$ cat config.mk
export PLATFORM = sky130hd
export DESIGN_NAME = ssd_scan_ctrl
export DESIGN_NICKNAME = d
export VERILOG_FILES = /design/src/rtl/ssd_scan_ctrl.sv
export SDC_FILE = /design/constraint.sdc
export NUM_CORES = 1
export LEC_CHECK = 0
export CAP_MARGIN = 30
export CORE_ASPECT_RATIO = 0.6
export CORE_UTILIZATION = 40
export CTS_CLUSTER_DIAMETER = 120
export DETAILED_ROUTE_END_ITERATION = 10
export PLACE_DENSITY_LB_ADDON = 0.1
export SKIP_CTS_REPAIR_TIMING = 1
export SLEW_MARGIN = 30
export SYNTH_ARGS = -nofsm -noshare
export SYNTH_HDL_FRONTEND = slang
export SYNTH_SLANG_ARGS = --single-unit
$ cat constraint.sdc
create_clock -name Clk -period 8.3 [get_ports Clk]
set_clock_uncertainty 0.15 [all_clocks]
set_input_delay 0.83 -clock Clk [delete_from_list [all_inputs] [get_ports Clk]]
set_output_delay 0.83 -clock Clk [all_outputs]
set_load 0.02 [all_outputs]
$ cat src/rtl/ssd_scan_ctrl.sv
// Seven-segment scan controller: multiplexes N glyph/dp/blank/blink digits onto
// active-low anodes and cathodes with PWM brightness, blink and a guard cycle.
module ssd_scan_ctrl #(
    parameter int N_DIGITS   = 8,
    parameter int SCAN_DIV_W = 17,
    parameter int BLINK_W    = 26,
    parameter int BRIGHT_W   = 3,
    localparam int IDX_W     = (N_DIGITS > 1) ? $clog2(N_DIGITS) : 1
) (
    input  logic                  Clk,
    input  logic                  Reset,
    input  logic [5*N_DIGITS-1:0] digits,
    input  logic [N_DIGITS-1:0]   dp,
    input  logic [N_DIGITS-1:0]   blank,
    input  logic [N_DIGITS-1:0]   blink,
    input  logic [BRIGHT_W-1:0]   brightness,
    output logic [N_DIGITS-1:0]   An,
    output logic [7:0]            Cath,
    output logic                  frame_start,
    output logic [IDX_W-1:0]      scan_idx
);

    localparam logic [IDX_W-1:0]      LAST_IDX = IDX_W'(N_DIGITS - 1);
    localparam logic [N_DIGITS-1:0]   AN_ONE   = {{(N_DIGITS-1){1'b0}}, 1'b1};
    localparam logic [N_DIGITS-1:0]   AN_OFF   = {N_DIGITS{1'b1}};
    localparam logic [SCAN_DIV_W-1:0] PRE_ZERO = {SCAN_DIV_W{1'b0}};

    // Glyph code to active-low abcdefg; unused codes stay dark.
    function automatic logic [6:0] seg_decode(input logic [4:0] code);
        logic [6:0] seg;
        case (code)
            5'd0:    seg = 7'b0000001;
            5'd1:    seg = 7'b1001111;
            5'd2:    seg = 7'b0010010;
            5'd3:    seg = 7'b0000110;
            5'd4:    seg = 7'b1001100;
            5'd5:    seg = 7'b0100100;
            5'd6:    seg = 7'b0100000;
            5'd7:    seg = 7'b0001111;
            5'd8:    seg = 7'b0000000;
            5'd9:    seg = 7'b0000100;
            5'd10:   seg = 7'b0001000;
            5'd11:   seg = 7'b1100000;
            5'd12:   seg = 7'b0110001;
            5'd13:   seg = 7'b1000010;
            5'd14:   seg = 7'b0110000;
            5'd15:   seg = 7'b0111000;
            5'd16:   seg = 7'b1111111;
            5'd17:   seg = 7'b1000100;
            5'd18:   seg = 7'b0000010;
            5'd19:   seg = 7'b1110001;
            default: seg = 7'b1111111;
        endcase
        return seg;
    endfunction

    logic [SCAN_DIV_W-1:0] pre_r;
    logic [IDX_W-1:0]      scan_idx_r;
    logic [BLINK_W-1:0]    bcnt_r;
    logic [5*N_DIGITS-1:0] sh_digits_r;
    logic [N_DIGITS-1:0]   sh_dp_r;
    logic [N_DIGITS-1:0]   sh_blank_r;
    logic [N_DIGITS-1:0]   sh_blink_r;
    logic [N_DIGITS-1:0]   an_r;
    logic [7:0]            cath_r;

    logic                  pre_wrap_s;
    logic                  last_digit_s;
    logic                  snap_s;
    logic [4:0]            glyph_s;
    logic                  dp_sel_s;
    logic                  blank_sel_s;
    logic                  blink_sel_s;
    logic                  bright_ok_s;
    logic                  on_s;
    logic [N_DIGITS-1:0]   an_next_s;
    logic [7:0]            cath_next_s;

    assign pre_wrap_s   = &pre_r;
    assign last_digit_s = (scan_idx_r == LAST_IDX);
    assign snap_s       = pre_wrap_s & last_digit_s;

    // Prescaler, digit index and blink counter.
    always_ff @(posedge Clk) begin
        if (Reset) begin
            pre_r      <= PRE_ZERO;
            scan_idx_r <= {IDX_W{1'b0}};
            bcnt_r     <= {BLINK_W{1'b0}};
        end else begin
            pre_r  <= pre_r + SCAN_DIV_W'(1);
            bcnt_r <= bcnt_r + BLINK_W'(1);
            if (pre_wrap_s) begin
                scan_idx_r <= last_digit_s ? {IDX_W{1'b0}} : scan_idx_r + IDX_W'(1);
            end else begin
                scan_idx_r <= scan_idx_r;
            end
        end
    end

    // Frame snapshot: loaded on the same edge that wraps back to digit 0.
    always_ff @(posedge Clk) begin
        if (Reset) begin
            sh_digits_r <= {N_DIGITS{5'b10000}};
            sh_dp_r     <= {N_DIGITS{1'b0}};
            sh_blank_r  <= {N_DIGITS{1'b1}};
            sh_blink_r  <= {N_DIGITS{1'b0}};
        end else if (snap_s) begin
            sh_digits_r <= digits;
            sh_dp_r     <= dp;
            sh_blank_r  <= blank;
            sh_blink_r  <= blink;
        end else begin
            sh_digits_r <= sh_digits_r;
            sh_dp_r     <= sh_dp_r;
            sh_blank_r  <= sh_blank_r;
            sh_blink_r  <= sh_blink_r;
        end
    end

    // Select the shadowed attributes of the digit being scanned.
    always_comb begin
        glyph_s     = 5'b10000;
        dp_sel_s    = 1'b0;
        blank_sel_s = 1'b1;
        blink_sel_s = 1'b0;
        for (int i = 0; i < N_DIGITS; i++) begin
            glyph_s     = (scan_idx_r == IDX_W'(i)) ? sh_digits_r[5*i +: 5] : glyph_s;
            dp_sel_s    = (scan_idx_r == IDX_W'(i)) ? sh_dp_r[i]            : dp_sel_s;
            blank_sel_s = (scan_idx_r == IDX_W'(i)) ? sh_blank_r[i]         : blank_sel_s;
            blink_sel_s = (scan_idx_r == IDX_W'(i)) ? sh_blink_r[i]         : blink_sel_s;
        end
    end

    // pre == 0 is the guard cycle that keeps all anodes high between digits.
    always_comb begin
        bright_ok_s = (pre_r[SCAN_DIV_W-1 -: BRIGHT_W] <= brightness);
        on_s        = ~blank_sel_s & ~(blink_sel_s & bcnt_r[BLINK_W-1]) &
                      (pre_r != PRE_ZERO) & bright_ok_s;
        if (on_s) begin
            an_next_s   = ~(AN_ONE << scan_idx_r);
            cath_next_s = {seg_decode(glyph_s), ~dp_sel_s};
        end else begin
            an_next_s   = AN_OFF;
            cath_next_s = 8'hFF;
        end
    end

    // Registered pin drivers.
    always_ff @(posedge Clk) begin
        if (Reset) begin
            an_r   <= AN_OFF;
            cath_r <= 8'hFF;
        end else begin
            an_r   <= an_next_s;
            cath_r <= cath_next_s;
        end
    end

    assign An          = an_r;
    assign Cath        = cath_r;
    assign frame_start = snap_s;
    assign scan_idx    = scan_idx_r;

endmodule

==> impl_metrics.ini <==
[status]
outcome = completed

[floorplanning]
die_h_um = 96.68
die_w_um = 159.8
initial_utilization_pct = 41.07
io_pins = 89
num_rows = 34
core_um2 = 14550
fp.dieArea_um2 = 15450

[finish]
final_nets = 872
multi_input_area_um2 = 3109
num_antenna_cells = 0
seqCellArea_um2 = 2522
nFillCells = 1382
utilization_pct = 51.43
areaGrowthSynthToFinish_pct = 25.21
drive_gt1_share_pct = 8.794

[clock_tree]
numCtsBuffers = 17
clock_sinks = 126
cts_htree_levels = 4
clk-insertion-delay-late_ns = 0.41
cts.clk_slew.worst_paths_ns = 0.05
max-clock-path-buffers = 2
root_buffer = clkbuf_16
cts_tree = built

[job]
drv_cap = 0

[placed_design]
dp_hpwl_mm = 10.71
place.gp.congestion = 0.8011
portBuffers = 88

[logic_synthesis]
synth-main-ff-cell = dfxtp_1
syn_area_per_cell_um2 = 8.334
synth_nets = 806
yosysWarnings = 0
ys_ff_latch = 126
synthArstFlopShare_pct = 0
synth_top_area_share_pct = 42.21
synthCells = 717
synthTopCellsByArea = dfxtp_1 42%, nand2_1 10%, a21oi_1 6.6%
ys_seq_area_share_pct = 42.21
synth_area_leader_cell = dfxtp_1
synth.distinct_cells = 65
synth_edf_count = 0
syn_area_um2 = 5976

[hold_path]
holdPathStages = 2
hp-class = reg -> reg

[power]
comb_power_share_pct = 3.7
ir_drop_v = 0.00009485
netSwitchingFraction_pct = 20.73
intPower_w = 0.001114
pwr_density_cell_nw_per_um2 = 187.8
power_switching_w = 0.0002913
power_leakage_nw = 2.758
pwr-share-clk_pct = 52.9
seq_power_share_pct = 43.4

[global_route]
antenna_found_initial = 0
grt_max_degree = 112
track_usage_pct = 20.81
overflow = 0
grt_pass1_wl_mm = 25.29
grt_pass1_vias = 4823

[sta]
slew_violations = 0
period_minus_slack_ns = 4.496
finalCritPeriodShare_pct = 54.16
finalHoldViolCount = 0
setup_tns_ns = 0
slew_headroom_pct = 37.76
finalSetupViolations = 0
worst_pin_slew_ns = 0.9335
max_freq_mhz = 222.4
rsz0062_at_grt = no
fin_hold_ws_ns = 0.3013

[routing]
wl_met3_mm = 1.118
dr.max_layer_used = met4
drc = 0
ant_nets = 0
drt_pre_antenna_iters = 5
met1_length_mm = 7.995
drt_iter0_markers = 294
dr_total_vias = 5089
wl_per_cell_um = 15.50
met2_length_mm = 6.127
viasPerCell = 5.120
wl_mm = 15.40

[setup_path]
crit_path_start_kind = register
crit_type = reg -> out
reg2regPathDepth = 12
required_ns = 7.32
worstPathArrival_ns = 3.52
cp_max_fo = 65
rrSetupSlack_ns = 4.27
endpoint_kind = primary output
## final timing paths
check / startpoint / endpoint
min: sh_digits_r[33]$_SDFFE_PP0P_ / sh_digits_r[33]$_SDFFE_PP0P_
max: pre_r[3]$_SDFF_PP0_ / frame_start
max reg2reg: scan_idx[2]$_SDFFE_PP0P_ / Cath[2]$_SDFF_PP1_
min reg2reg: sh_digits_r[33]$_SDFFE_PP0P_ / sh_digits_r[33]$_SDFFE_PP0P_
## per-layer routing
layer	vias up	global-route usage [%]
li1	2563	-
met1	2345	30.63
met2	166	29.43
met3	15	5.317
met4	0	6.374
met5	-	0
## placed cells by master, fill, tap and decap left out, types with 5 or more instances in the layout
cell type	n
a211oi_1	7
a21oi_1	79
and3_1	10
and4_1	5
clkbuf_16	17
clkdlybuf4s50_1	87
clkinv_2	5
dfxtp_1	126
ha_1	20
inv_1	25
nand2_1	161
nand3_1	15
nand3_2	7
nand3b_1	19
nand4_1	5
nor2_1	52
nor2b_1	9
o21ai_0	18
o21ai_1	7
or3_1	8
xnor2_1	8
xor2_1	24
## metrics by stage
step	instance area [um^2]	cells	power, W	setup slack [ns]
global placement	6882	962	0.0006745	4.129
CTS	7481	994	0.001415	3.563
floorplan	5976	717	0.0006375	5.186
finish	7482	994	0.001405	3.804
global route	7482	994	0.001453	3.500
detailed placement	6885	962	0.0006753	4.007
## sequential cells by signal, indices dropped and copies added (netlist names)
| name | flops |
|---|---|
| pre_r | 17 |
| sh_blink_r | 8 |
| scan_idx | 3 |
| bcnt_r | 26 |
| An | 8 |
| sh_digits_r | 40 |
| sh_blank_r | 8 |
| sh_dp_r | 8 |
| Cath | 8 |
## cells in the mapped netlist, drive strengths merged (10+ instances only)
master,instances
nand2,164
a21oi,81
nand3,22
nand3b,21
inv,27
and3,10
xor2,24
o21ai,26
clkbuf,20
nor2,53
dfxtp,126
ha,20
buf,24
## kinds of logic (layout without fill, tap and decap cells)
kind of cell | count (synthesis) | count (layout) | synth area share [%]
AND/OR/NAND/NOR | 320 | 320 | 26.68
AO/OA/AOI/OAI | 144 | 144 | 15.68
flip-flops | 126 | 126 | 42.21
buffers and inverters | 71 | 150 | 5.800
XOR/XNOR | 32 | 32 | 4.690
adder cells (fa/ha/maj) | 20 | 20 | 4.188
multiplexers | 4 | 4 | 0.7537
## cell type report
type                    instances  share of cell area, %
inverters                      27                  1.371
flip-flops and latches        126                  33.71
multi-input cells             520                  41.56
repair buffers                 91                  12.09
clock inverters                10                  1.488
clock buffers                  22                  6.472
well taps                     198                  3.311
## critical path: stages, from the launching register on
cell and delay, ns:
dfxtp_1 0.40, nand3_1 0.13, nor2_1 0.18, and3_1 0.21
nand3_1 0.11, nor2_1 0.15, and3_1 0.18, ha_1 0.29
nand2_2 0.10, clkinv_2 0.59, clkdlybuf4s50_1 0.74
## power by group through the flow
stage / Clock [W] / Sequential, W / Combinational, W
6_report: 0.000743 / 0.000610 / 0.0000521
5_1_grt: 0.000787 / 0.000610 / 0.0000562
4_1_cts: 0.000752 / 0.000610 / 0.0000529
3_5_place_dp: 0 / 0.000623 / 0.0000524
3_3_place_gp: 0 / 0.000623 / 0.0000517
2_1_floorplan: 0 / 0.000622 / 0.0000150
Power figures use the tool's default switching activity.
